$ cat config.mk
export PLATFORM = sky130hd
export DESIGN_NAME = instr_fetch_flat
export DESIGN_NICKNAME = d
export VERILOG_FILES = /design/src/rtl/instr_fetch_if.sv /design/src/rtl/instr_fetch.sv /design/src/flat_wrapper.sv
export SDC_FILE = /design/constraint.sdc
export NUM_CORES = 1
export LEC_CHECK = 0
export BUFFER_PORTS_ARGS = -buffer_cell sky130_fd_sc_hd__buf_4
export CORE_MARGIN = 1
export CORE_UTILIZATION = 43
export DETAILED_ROUTE_END_ITERATION = 7
export PLACE_DENSITY = 0.72
export SLEW_MARGIN = 20
export SYNTH_ARGS = -nofsm -noshare
export SYNTH_HDL_FRONTEND = slang
export SYNTH_SLANG_ARGS = --single-unit
$ cat constraint.sdc
create_clock -name clock -period 1.97 [get_ports clock]
set_input_delay 0.394 -clock clock [delete_from_list [all_inputs] [get_ports clock]]
set_output_delay 0.394 -clock clock [all_outputs]
set_load 0.05 [all_outputs]
$ cat src/rtl/instr_fetch_if.sv
// Fetch-stage bundle: PC control, instruction-memory read port and decode-side handshake.
// master = fetch stage, slave = PC / memory / decode environment.
interface instr_fetch_if #(
  parameter int unsigned AW = 32,
  parameter int unsigned DW = 32
) ();
  logic [AW-1:0] pc_in;
  logic [1:0]    pc_ps;
  logic          br_take;
  logic          br_rel;
  logic          imem_req;
  logic [AW-1:0] imem_addr;
  logic          imem_ack;
  logic [DW-1:0] imem_data;
  logic [DW-1:0] ir_out;
  logic [AW-1:0] ir_pc;
  logic          ir_valid;
  logic          ir_ready;

  modport master (
    input  pc_in, br_take, br_rel, imem_ack, imem_data, ir_ready,
    output pc_ps, imem_req, imem_addr, ir_out, ir_pc, ir_valid
  );

  modport slave (
    output pc_in, br_take, br_rel, imem_ack, imem_data, ir_ready,
    input  pc_ps, imem_req, imem_addr, ir_out, ir_pc, ir_valid
  );
endinterface

$ cat src/rtl/instr_fetch.sv
// Instruction fetch stage: issues word reads at the current PC, buffers returned words for
// decode and drives the PC select. Define PREFETCH_BUF_EN for a 2-entry buffer (default 1).
module instr_fetch #(
  parameter int unsigned AW = 32,
  parameter int unsigned DW = 32
) (
  input logic           clock,
  input logic           reset,
  instr_fetch_if.master bus
);

`ifdef PREFETCH_BUF_EN
  localparam logic [1:0] Depth = 2'd2;
`else
  localparam logic [1:0] Depth = 2'd1;
`endif
  localparam bit TwoDeep = (Depth == 2'd2);

  typedef enum logic [1:0] {StIdle, StReq, StDrain} state_e;

  state_e        state_q, state_d;
  logic          imem_req_q, imem_req_d;
  logic [AW-1:0] imem_addr_q, imem_addr_d;

  // Storage is always two entries; in the single-entry build only entry 0 is ever used.
  logic [DW-1:0] word_q [2];
  logic [DW-1:0] word_d [2];
  logic [AW-1:0] wpc_q [2];
  logic [AW-1:0] wpc_d [2];
  logic          wr_ptr_q, wr_ptr_d;
  logic          rd_ptr_q, rd_ptr_d;
  logic [1:0]    count_q, count_d;

  logic          push;
  logic          pop;
  logic [1:0]    pc_ps;

  function automatic logic ptr_inc(input logic p);
    return TwoDeep ? ~p : 1'b0;
  endfunction

  assign pop  = (count_q != 2'd0) && bus.ir_ready;
  // An ack is only accepted for a live request that is not being redirected away.
  assign push = (state_q == StReq) && bus.imem_ack && !bus.br_take;

  // Redirect overrides the increment that an accepted ack would otherwise request.
  always_comb begin
    pc_ps = 2'b00;
    if (reset) begin
      pc_ps = 2'b00;
    end else if (bus.br_take) begin
      pc_ps = {1'b1, bus.br_rel};
    end else if (push) begin
      pc_ps = 2'b01;
    end
  end

  always_comb begin
    state_d     = state_q;
    imem_req_d  = imem_req_q;
    imem_addr_d = imem_addr_q;
    unique case (state_q)
      StIdle: begin
        if ((count_q < Depth) && !bus.br_take) begin
          state_d     = StReq;
          imem_req_d  = 1'b1;
          imem_addr_d = bus.pc_in;
        end
      end
      StReq: begin
        if (bus.imem_ack) begin
          state_d    = StIdle;
          imem_req_d = 1'b0;
        end else if (bus.br_take) begin
          state_d = StDrain;
        end
      end
      StDrain: begin
        if (bus.imem_ack) begin
          state_d    = StIdle;
          imem_req_d = 1'b0;
        end
      end
      default: begin
        state_d    = StIdle;
        imem_req_d = 1'b0;
      end
    endcase
  end

  always_comb begin
    word_d   = word_q;
    wpc_d    = wpc_q;
    wr_ptr_d = wr_ptr_q;
    rd_ptr_d = rd_ptr_q;
    count_d  = count_q;
    if (push) begin
      word_d[wr_ptr_q] = bus.imem_data;
      wpc_d[wr_ptr_q]  = imem_addr_q;
      wr_ptr_d         = ptr_inc(wr_ptr_q);
    end
    if (pop) begin
      rd_ptr_d = ptr_inc(rd_ptr_q);
    end
    if (push && !pop) begin
      count_d = count_q + 2'd1;
    end else if (pop && !push) begin
      count_d = count_q - 2'd1;
    end
    // Flush on redirect; a pop in the same cycle has already been taken by decode.
    if (bus.br_take) begin
      count_d  = 2'd0;
      wr_ptr_d = 1'b0;
      rd_ptr_d = 1'b0;
    end
  end

  always_ff @(posedge clock) begin
    if (reset) begin
      state_q     <= StIdle;
      imem_req_q  <= 1'b0;
      imem_addr_q <= '0;
      wr_ptr_q    <= 1'b0;
      rd_ptr_q    <= 1'b0;
      count_q     <= 2'd0;
      for (int i = 0; i < 2; i++) begin
        word_q[i] <= '0;
        wpc_q[i]  <= '0;
      end
    end else begin
      state_q     <= state_d;
      imem_req_q  <= imem_req_d;
      imem_addr_q <= imem_addr_d;
      wr_ptr_q    <= wr_ptr_d;
      rd_ptr_q    <= rd_ptr_d;
      count_q     <= count_d;
      word_q      <= word_d;
      wpc_q       <= wpc_d;
    end
  end

  assign bus.pc_ps     = pc_ps;
  assign bus.imem_req  = imem_req_q;
  assign bus.imem_addr = imem_addr_q;
  assign bus.ir_out    = word_q[rd_ptr_q];
  assign bus.ir_pc     = wpc_q[rd_ptr_q];
  assign bus.ir_valid  = (count_q != 2'd0);

endmodule

$ cat src/flat_wrapper.sv
// flat-port wrapper written by rule: the top's interface ports become plain ports
module instr_fetch_flat 
#(
  parameter int unsigned AW = 32,
  parameter int unsigned DW = 32
)
  (clock, reset, bus_pc_in, bus_br_take, bus_br_rel, bus_imem_ack, bus_imem_data, bus_ir_ready, bus_pc_ps, bus_imem_req, bus_imem_addr, bus_ir_out, bus_ir_pc, bus_ir_valid);
  instr_fetch_if #(.AW(AW), .DW(DW)) bus_i ();
  input logic clock;
  input logic reset;
  input wire logic [$bits(bus_i.pc_in)-1:0] bus_pc_in;
  input wire logic [$bits(bus_i.br_take)-1:0] bus_br_take;
  input wire logic [$bits(bus_i.br_rel)-1:0] bus_br_rel;
  input wire logic [$bits(bus_i.imem_ack)-1:0] bus_imem_ack;
  input wire logic [$bits(bus_i.imem_data)-1:0] bus_imem_data;
  input wire logic [$bits(bus_i.ir_ready)-1:0] bus_ir_ready;
  output wire logic [$bits(bus_i.pc_ps)-1:0] bus_pc_ps;
  output wire logic [$bits(bus_i.imem_req)-1:0] bus_imem_req;
  output wire logic [$bits(bus_i.imem_addr)-1:0] bus_imem_addr;
  output wire logic [$bits(bus_i.ir_out)-1:0] bus_ir_out;
  output wire logic [$bits(bus_i.ir_pc)-1:0] bus_ir_pc;
  output wire logic [$bits(bus_i.ir_valid)-1:0] bus_ir_valid;
  assign bus_i.pc_in = bus_pc_in;
  assign bus_i.br_take = bus_br_take;
  assign bus_i.br_rel = bus_br_rel;
  assign bus_i.imem_ack = bus_imem_ack;
  assign bus_i.imem_data = bus_imem_data;
  assign bus_i.ir_ready = bus_ir_ready;
  assign bus_pc_ps = bus_i.pc_ps;
  assign bus_imem_req = bus_i.imem_req;
  assign bus_imem_addr = bus_i.imem_addr;
  assign bus_ir_out = bus_i.ir_out;
  assign bus_ir_pc = bus_i.ir_pc;
  assign bus_ir_valid = bus_i.ir_valid;
  instr_fetch #(.AW(AW), .DW(DW)) u_core (.clock(clock), .reset(reset), .bus(bus_i));
endmodule
==> flow_metrics.py <==
metrics = {
    "floorplan": {
        "die_x_um": 94.49,
        "coreArea_um2": 8258,
        "initial_core_util": 0.4455,
        "fp.dieH_um": 94.49,
        "dieArea_um2": 8928,
        "rows": 33,
        "ios": 170,
    },
    "clocking": {
        "clk_latency_ns": 0.35,
        "cts_max_level": 3,
        "cts_sinks": 101,
        "clock_tree.root_cell": "clkbuf_8",
        "cts_buffer_depth": 2,
        "cts_hold_buf": 0,
        "cts-buffers-inserted": 9,
        "cts_tree": "yes",
        "clk_pin_slew_worst_paths_ns": 0.10,
    },
    "cells_and_area": {
        "layout.nets": 694,
        "areaGrowthSynthToFinish_pct": 40.88,
        "n_antenna_cell": 0,
        "final_layout_size_suffix_gt1_frac": 0.3167,
        "fillCellCount": 767,
        "fin_util": 0.6276,
        "finalNonFillerCells": 727,
    },
    "route": {
        "drtAntennaViolNets": 0,
        "drc_errors": 0,
        "dr.pass1.iters": 4,
        "drt_iter0_markers": 131,
        "dr_total_vias": 3552,
        "viasPerCell": 4.886,
        "wl_um": 9739,
        "routedWlPerCell_um": 13.40,
    },
    "grt": {
        "first_global_vias": 3291,
        "grt_start_max_net_pins": 65,
        "overflow": 0,
        "grt_pass1_wl_um": 15160,
        "grt_usage": 0.2151,
        "antenna_found_initial": 0,
    },
    "timing": {
        "slew_viol_final": 0,
        "rsz0062_at_grt": "false",
        "post-route-period-util": 0.9479,
        "setup_viol": 0,
        "max_slew_margin": 0.6512,
        "layout_min_cycle_time_ns": 1.867,
        "fin_setup_tns_ns": 0,
        "fmax_mhz": 535.5,
        "hold_viol": 0,
        "tightest_slew_ns": 0.5232,
        "skew_ns": 0.01545,
    },
    "worst_setup_path": {
        "start_kind": "flop",
        "slowest_delay_ns": 0.35,
        "ff2ff_path_depth": 8,
        "crit_path_start": "u_core.state_q[1]",
        "cp_max_fo": 4,
        "critPathRequiredTime_ns": 1.58,
        "r2r-start": "u_core.state_q[1]",
        "crit_chain": "inv_1 > ha_2 > nand3b_1 > a21oi_2 > buf_6",
        "r2r_end": "u_core.count_q[0]",
        "critPathArrivalTime_ns": 1.47,
        "end_kind": "output port",
        "rrSetupSlack_ns": 0.25,
        "slowest_stage": "dfxtp_1",
        "timing.critical_path.to": "bus_pc_ps[0]",
        "crit_type": "reg -> out",
    },
    "placed_design": {
        "portBuffers": 169,
        "dpl.hpwl_um": 6645,
        "place.gp.congestion": 0.7175,
        "dp.cells": 711,
    },
    "yosys": {
        "ys_seq_area_frac": 0.5497,
        "synthArstFlopShare": 0,
        "syn_inst": 461,
        "syn_area_um2": 3679,
        "syn_area_per_cell_um2": 7.979,
        "yosys_warnings": 0,
        "synthFlopType": "dfxtp_1",
        "synth_cell_types": 26,
        "syn_nets": 537,
        "yosys_register_bits": 101,
        "synth-edff-count": 0,
    },
    "min_path": {
        "min_path_type": "in -> reg",
        "hold_start": "reset",
        "whs_path_depth": 2,
    },
    "status": {
        "status": "completed",
    },
    "power": {
        "ir_worst_vdd_uv": 328.5,
        "power.density_nw_per_um2": 843.7,
        "p_leak_nw": 2.218,
    },
    "flow_run": {
        "max-cap-violations": 0,
    },
}
cells in the final DEF (no fill, tap or decap), types with 2 or more instances in the layout:
cell        synthesis  layout
buf_4               9     176
clkinvlp_4          0       2
inv_6               0       2
clkbuf_8            0      10
a21oi_1           100      99
nand2b_1            2       2
nor2b_1             2       2
nand2_1           194     194
mux2i_1             2       2
dfxtp_1           101     101
buf_6               1       2
nor3_1              2       2
ha_1                6       5
nand3b_1            2       2
inv_1               6       6
worst min path at each step:
stage | to | slack [ns]
finish | u_core.count_q[1] | 0.27
global route | u_core.count_q[1] | 0.25
CTS | u_core.word_q[39] | 0.26
detailed placement | u_core.wpc_q[35] | 0.45
global placement | u_core.word_q[47] | 0.44
floorplan | u_core.count_q[1] | 0.50
what timing repair did:
item                                    4_1_cts  5_1_grt
gates resized for setup                       0        3
buffers inserted                              1        0
endpoints found under the setup margin        1       28
gates cloned                                  0        0
pin swaps                                     1        0
through the flow:
step	total power, mW	hold WS [ns]	instance area [um^2]	worst slack [ns]
3_5_place_dp	3.185	0.4472	4984	0.1830
2_1_floorplan	2.850	0.5030	3682	0.1380
5_1_grt	4.581	0.2501	5182	0.006123
6_report	4.372	0.2696	5182	0.1026
4_1_cts	4.409	0.2579	5172	0.05811
3_3_place_gp	3.169	0.4418	4984	0.3039
power breakdown:
group          switching [mW]  total, mW  internal (mW)  leakage [nW]
Combinational           0.620      0.939          0.319          1.31
Sequential             0.0635       2.20           2.14         0.820
Clock                   0.728       1.23          0.506        0.0873
Total                    1.41       4.37           2.96          2.22
cells in the mapped netlist (2+ instances only):
| cell type | n | share of area |
|---|---|---|
| buf_2 | 11 | 0.015 |
| nand2_1 | 194 | 0.20 |
| ha_1 | 6 | 0.020 |
| a21oi_1 | 100 | 0.14 |
| dfxtp_1 | 101 | 0.55 |
| nor2b_1 | 2 | 0.0034 |
| mux2i_1 | 2 | 0.0054 |
| clkbuf_1 | 11 | 0.011 |
| nand3b_1 | 2 | 0.0041 |
| nand2b_1 | 2 | 0.0034 |
| buf_4 | 9 | 0.018 |
| inv_1 | 6 | 0.0061 |
| nor3_1 | 2 | 0.0027 |
flip-flops by register name, indices dropped and copies added, names as in the netlist:
register              cells
u_core.bus.imem_req       1
u_core.wpc_q             32
u_core.bus.imem_addr     32
u_core.word_q            32
u_core.state_q            2
u_core.count_q            2
critical path: cells and delay by family (launching register included):
| kind | cells | cell delay, ns |
|---|---|---|
| AO/OA/AOI/OAI | 1 | 0.15 |
| buffers and inverters | 2 | 0.28 |
| adder cells (fa/ha/maj) | 1 | 0.22 |
| AND/OR/NAND/NOR | 1 | 0.13 |
| flip-flops | 1 | 0.35 |
final cells by class:
cell class / count / area, um^2 / share of cell area
clock buffers: 10 / 137.6 / 0.02656
repair buffers: 179 / 1364 / 0.2632
inverters: 7 / 26.28 / 0.005070
flip-flops and latches: 101 / 2022 / 0.3901
clock inverters: 5 / 43.79 / 0.008450
multi-input cells: 320 / 1458 / 0.2813
well taps: 105 / 131.4 / 0.02535
per-layer routing:
metal / GRT usage / wire (um) / share of wire
met4: 0.06439 / 63 / 0.0065
met1: 0.2527 / 4153 / 0.43
met3: 0.06361 / 745 / 0.076
met2: 0.3768 / 4777 / 0.49
met5: 0 / 0 / 0
cell families after synthesis:
logic type,Yosys count,synth area share
adders and majority gates,6,0.02041
and+or+nand+nor,206,0.2194
DFF,101,0.5497
muxes,2,0.005442
AOI/OAI and AO/OA,104,0.1446
buffers and inverters,40,0.05578
xor gates and xnor gates,2,0.004763
(Power assumes the default switching activity.)
